### config.mk
export PLATFORM = sky130hd
export DESIGN_NAME = data_mem_arbiter
export DESIGN_NICKNAME = d
export VERILOG_FILES = /design/src/rtl/dmem_pkg.sv /design/src/rtl/dmem_align_chk.sv /design/src/rtl/data_mem_arbiter.sv
export SDC_FILE = /design/constraint.sdc
export NUM_CORES = 1
export LEC_CHECK = 0
export CORE_AREA = 2 2 122 124
export CTS_BUF_LIST = sky130_fd_sc_hd__clkbuf_4 sky130_fd_sc_hd__clkbuf_8
export DETAILED_ROUTE_END_ITERATION = 10
export DIE_AREA = 0 0 124 126
export PLACE_DENSITY = 0.87
export SYNTH_ARGS = -nofsm -noshare
export SYNTH_HDL_FRONTEND = slang
export SYNTH_HIERARCHICAL = 1
export SYNTH_SLANG_ARGS = --single-unit
### constraint.sdc
create_clock -name clk -period 5 [get_ports clk]
set_input_delay 0.75 -clock clk [delete_from_list [all_inputs] [get_ports clk]]
set_output_delay 0.75 -clock clk [all_outputs]
set_load 0.1 [all_outputs]
### src/rtl/dmem_pkg.sv
// Shared definitions for the data-memory arbiter and its alignment checker:
// FSM state encoding, access-size masks and the sign-extend bit position.
package dmem_pkg;

  typedef enum logic [2:0] {
    ST_IDLE  = 3'd0,
    ST_CHECK = 3'd1,
    ST_ISSUE = 3'd2,
    ST_WAIT  = 3'd3,
    ST_DONE  = 3'd4
  } state_e;

  localparam logic [2:0] MASK_BYTE = 3'b001;
  localparam logic [2:0] MASK_HALF = 3'b011;
  localparam logic [2:0] MASK_WORD = 3'b111;

  localparam int SIGN_BIT = 3;

endpackage

### src/rtl/dmem_align_chk.sv
// Combinational legality/alignment check of a data-memory access given the
// low address bits and the size field of sign_mask.
module dmem_align_chk
  import dmem_pkg::*;
(
  input  logic [1:0] addr_lo,
  input  logic [2:0] size_mask,
  output logic       legal,
  output logic       misaligned
);

  always_comb begin
    legal      = (size_mask == MASK_BYTE) || (size_mask == MASK_HALF) ||
                 (size_mask == MASK_WORD);
    misaligned = 1'b0;
    if (size_mask == MASK_HALF) begin
      misaligned = addr_lo[0];
    end else if (size_mask == MASK_WORD) begin
      misaligned = (addr_lo != 2'b00);
    end
  end

endmodule

### src/rtl/data_mem_arbiter.sv
// Two-port arbiter in front of a single data_mem: grants one requester, checks
// alignment, issues a one-cycle read/write pulse and follows clk_stall to completion.
module data_mem_arbiter
  import dmem_pkg::*;
#(
  parameter int ADDR_W      = 32,
  parameter int DATA_W      = 32,
  parameter int TIMEOUT     = 64,
  parameter bit P0_PRIORITY = 1'b1
) (
  input  logic              clk,
  input  logic              rst_n,
  input  logic              req0,
  input  logic [ADDR_W-1:0] addr0,
  input  logic [DATA_W-1:0] wdata0,
  input  logic              we0,
  input  logic [3:0]        sign_mask0,
  output logic [DATA_W-1:0] rdata0,
  output logic              ack0,
  output logic              err0,
  input  logic              req1,
  input  logic [ADDR_W-1:0] addr1,
  input  logic [DATA_W-1:0] wdata1,
  input  logic              we1,
  input  logic [3:0]        sign_mask1,
  output logic [DATA_W-1:0] rdata1,
  output logic              ack1,
  output logic              err1,
  output logic              busy,
  output logic [ADDR_W-1:0] mem_addr,
  output logic [DATA_W-1:0] mem_write_data,
  output logic              mem_memwrite,
  output logic              mem_memread,
  output logic [3:0]        mem_sign_mask,
  input  logic [DATA_W-1:0] mem_read_data,
  input  logic              mem_clk_stall
);

  localparam int TMO_W = $clog2(TIMEOUT);

  state_e            state_q, state_d;
  logic              grant_q, grant_d;
  logic              rr_q, rr_d;
  logic              we_q, we_d;
  logic [ADDR_W-1:0] addr_q, addr_d;
  logic [DATA_W-1:0] wdata_q, wdata_d;
  logic [3:0]        mask_q, mask_d;
  logic [TMO_W-1:0]  tmo_q, tmo_d;
  logic [DATA_W-1:0] rdata0_q, rdata0_d;
  logic [DATA_W-1:0] rdata1_q, rdata1_d;

  logic winner;
  logic legal, misaligned;
  logic ack_w, err_w, rd_w, wr_w;

  dmem_align_chk u_align_chk (
    .addr_lo    (addr_q[1:0]),
    .size_mask  (mask_q[2:0]),
    .legal      (legal),
    .misaligned (misaligned)
  );

  // rr_q names the port that wins the next tie; a lone requester always wins.
  always_comb begin
    if (req0 && req1) begin
      winner = P0_PRIORITY ? 1'b0 : rr_q;
    end else begin
      winner = !req0;
    end
  end

  always_comb begin
    state_d  = state_q;
    grant_d  = grant_q;
    rr_d     = rr_q;
    we_d     = we_q;
    addr_d   = addr_q;
    wdata_d  = wdata_q;
    mask_d   = mask_q;
    tmo_d    = tmo_q;
    rdata0_d = rdata0_q;
    rdata1_d = rdata1_q;
    ack_w    = 1'b0;
    err_w    = 1'b0;
    rd_w     = 1'b0;
    wr_w     = 1'b0;
    case (state_q)
      ST_IDLE: begin
        if (req0 || req1) begin
          grant_d = winner;
          rr_d    = !winner;
          we_d    = winner ? we1        : we0;
          addr_d  = winner ? addr1      : addr0;
          wdata_d = winner ? wdata1     : wdata0;
          mask_d  = winner ? sign_mask1 : sign_mask0;
          state_d = ST_CHECK;
        end
      end
      ST_CHECK: begin
        if (!legal || misaligned) begin
          err_w   = 1'b1;
          state_d = ST_IDLE;
        end else begin
          state_d = ST_ISSUE;
        end
      end
      ST_ISSUE: begin
        rd_w    = !we_q;
        wr_w    = we_q;
        tmo_d   = '0;
        state_d = ST_WAIT;
      end
      ST_WAIT: begin
        // A clear stall always completes, even on the last allowed cycle.
        if (!mem_clk_stall) begin
          if (!we_q) begin
            if (grant_q) rdata1_d = mem_read_data;
            else         rdata0_d = mem_read_data;
          end
          state_d = ST_DONE;
        end else if (tmo_q == TMO_W'(TIMEOUT - 1)) begin
          err_w   = 1'b1;
          state_d = ST_IDLE;
        end else begin
          tmo_d = tmo_q + TMO_W'(1);
        end
      end
      ST_DONE: begin
        ack_w   = 1'b1;
        state_d = ST_IDLE;
      end
      default: state_d = ST_IDLE;
    endcase
  end

  always_ff @(posedge clk or negedge rst_n) begin
    if (!rst_n) begin
      state_q  <= ST_IDLE;
      grant_q  <= 1'b0;
      rr_q     <= 1'b0;
      we_q     <= 1'b0;
      addr_q   <= '0;
      wdata_q  <= '0;
      mask_q   <= '0;
      tmo_q    <= '0;
      rdata0_q <= '0;
      rdata1_q <= '0;
    end else begin
      state_q  <= state_d;
      grant_q  <= grant_d;
      rr_q     <= rr_d;
      we_q     <= we_d;
      addr_q   <= addr_d;
      wdata_q  <= wdata_d;
      mask_q   <= mask_d;
      tmo_q    <= tmo_d;
      rdata0_q <= rdata0_d;
      rdata1_q <= rdata1_d;
    end
  end

  assign busy           = (state_q != ST_IDLE);
  assign ack0           = ack_w && !grant_q;
  assign ack1           = ack_w &&  grant_q;
  assign err0           = err_w && !grant_q;
  assign err1           = err_w &&  grant_q;
  assign rdata0         = rdata0_q;
  assign rdata1         = rdata1_q;
  assign mem_addr       = addr_q;
  assign mem_write_data = wdata_q;
  assign mem_sign_mask  = mask_q;
  assign mem_memread    = rd_w;
  assign mem_memwrite   = wr_w;

endmodule

==> flow_summary.json <==
{
  "cts-resized-gates": 0,
  "drc": 0,
  "critPathMaxFanout": 5,
  "cts.sinks": 143,
  "critical_path.cell_chain": "ha_1 > nand2_1 > nor2_1 > a31oi_1 > nor3b_1 > clkdlybuf4s50_1",
  "route.vias.total": 5179,
  "cp-start-kind": "flop",
  "synth.distinct_cells": 39,
  "maxSlewHeadroom": 0.295,
  "htree_levels": 4,
  "layout-drive-gt1-share": 0.130,
  "cts.hold.buffers_added": 0,
  "outcome": "completed",
  "wl_mm": 18.1,
  "antenna_found_initial": 0,
  "syn_nets": 689,
  "overflow": 0,
  "cts_tree": "built",
  "cp-end-kind": "primary output",
  "grt_usage": 0.238,
  "synth_commonest_cells": "dfrtp_1, nor2_1, a21oi_1, mux2i_1, mux2_2",
  "die-height_um": 126,
  "post-route-period-util": 0.738,
  "cts-buffers-inserted": 17,
  "slew_violations": 0,
  "detailed_place_hpwl_mm": 13.6,
  "nets": 992,
  "rsz0062_at_grt": "no",
  "clkTransAtPathRegs_ns": 0.08,
  "critical_path.startpoint": "tmo_q[0]",
  "finalSetupTns_ns": 0,
  "r2r_cells": 6,
  "coreArea_mm2": 0.0143,
  "first_global_vias": 5440,
  "ys.flop_type": "dfrtp_1",
  "setup_viol": 0,
  "yosysSeqAreaShare": 0.569,
  "worst-r2r-setup-slack_ns": 2.67,
  "synthesis.area_mm2": 0.00628,
  "die_w_um": 124,
  "n_fill_cell": 1016,
  "place_congestion": 0.844,
  "n_antenna_cell": 0,
  "pin_count": 314,
  "cp_slowest_cell": "clkdlybuf4s50_1",
  "required_ns": 4.25,
  "synth_cells": 513,
  "drt_pass1_iterations": 6,
  "skew_ns": 0.0135,
  "drt_iter0_markers": 248,
  "viasPerCell": 5.11,
  "grt_pass1_wl_mm": 28.3,
  "synth_area_per_cell_um2": 12.3,
  "cp.arrival_ns": 2.94,
  "hp-class": "primary input to async pin",
  "yosysTopAreaCell": "dfrtp_1",
  "fp-row-count": 44,
  "crit_type": "flop to primary output",
  "worst_slack_ns": 1.31,
  "clockRootBuffer": "clkbuf_8",
  "die_area_mm2": 0.0156,
  "reg2reg_to": "mem_addr[18]",
  "start_util": 0.439,
  "dp_slack_ns": 1.40,
  "tightest_slew_ns": 1.05,
  "yosys.cell_count.top_type": "dfrtp_1",
  "wl_per_cell_um": 17.9,
  "synth.area.top_cells": "dfrtp_1, mux2i_1, mux2_2",
  "synth_edf_count": 0,
  "finalHoldViolations": 0,
  "period_needed_ns": 3.69,
  "portBuffers": 313,
  "grt_max_degree": 125,
  "drv_cap": 0,
  "area_growth_syn_to_layout_pct": 57.4,
  "antenna_left": 0,
  "clock.fmax_mhz": 271,
  "ys_seq_elements": 143,
  "cts_buffer_depth": 2,
  "insertion_delay_ns": 0.45,
  "async_flop_share": 1.00,
  "synth_top_area_frac": 0.569,
  "ys.warnings.count": 6,
  "postCtsSetupBuffers": 0,
  "r2r-start": "state_q[0]",
  "critical_path.max_stage_delay_ns": 1.19
}
[placed cells by master (no fill, tap or decap), types with 2 or more instances in the layout]
cell type        count
nor3b_1              2
nor2_1              77
clkdlybuf4s50_1    311
nand3_1              7
mux2i_1             69
buf_4                4
nand2b_1             2
clkinvlp_4           3
o31ai_1              2
nor2_4               2
a31oi_1              3
clkbuf_8            18
mux2_2              57
mux2_4               6
clkbuf_4             2
inv_6                3
bufinv_16            4
dfrtp_1            143
a21oi_1             76
nand2_1              6
inv_1                5
nor3_1               4
[state kept, by name, indices dropped and copies added (netlist names)]
name,count
state_q,3
mem_write_data,32
mem_sign_mask,4
we_q,1
rdata0,32
tmo_q,6
grant_q,1
mem_addr,32
rdata1,32
[worst max-delay path by stage]
stage,depth (start not counted),endpoint,slack (ns)
after floorplan,2,ack1,0.59
after global placement,4,err1,1.39
after detailed placement,4,err1,1.40
after CTS,6,err1,1.32
after global routing,6,err1,1.16
final,6,err1,1.31
[layer usage]
layer / share of wire / track usage / vias to the layer above
met5: 0 / 0 / -
met4: 0.029 / 0.0978 / 0
met3: 0.086 / 0.0752 / 41
met1: 0.37 / 0.260 / 2484
met2: 0.52 / 0.421 / 253
li1: - / - / 2401
[final cells by class]
class	count	area (um2)	share of cell area
multi-input cells	331	2440	0.247
repair buffers	317	3170	0.321
clock buffers	20	263	0.0266
inverters	6	22.5	0.00228
clock inverters	12	183	0.0185
well taps	184	230	0.0233
flip-flops and latches	143	3580	0.362
[worst max-delay path, delay by kind of cell (launching register included)]
family / cells / cell delay (ns)
DFF: 1 / 0.41
and+or+nand+nor: 3 / 0.52
AOI/OAI and AO/OA: 1 / 0.14
adders and majority gates: 1 / 0.23
buffers and inverters: 1 / 1.19
[cells by family (layout without fill, tap and decap cells)]
family | count (synthesis) | count (layout) | share of synthesized area
muxes | 133 | 133 | 0.228
AOI/OAI and AO/OA | 89 | 89 | 0.0757
DFF | 143 | 143 | 0.569
and+or+nand+nor | 108 | 108 | 0.0818
adders and majority gates | 1 | 1 | 0.00199
buffers and inverters | 39 | 355 | 0.0430
[per-stage QoR]
| stage | std cells | hold slack [ns] | util | area [um2] |
|---|---|---|---|---|
| 2_1_floorplan | 513 | 0.454 | - | 6280 |
| 3_3_place_gp | 981 | 0.471 | 0.660 | 9450 |
| 3_5_place_dp | 981 | 0.491 | 0.660 | 9450 |
| 4_1_cts | 1013 | 0.380 | 0.691 | 9890 |
| 5_1_grt | 1013 | 0.430 | 0.691 | 9890 |
| 6_report | 1013 | 0.369 | 0.691 | 9890 |
Power is not shown: default switching activity piles up to over one toggle a cycle in this logic, so the estimate is an artifact.
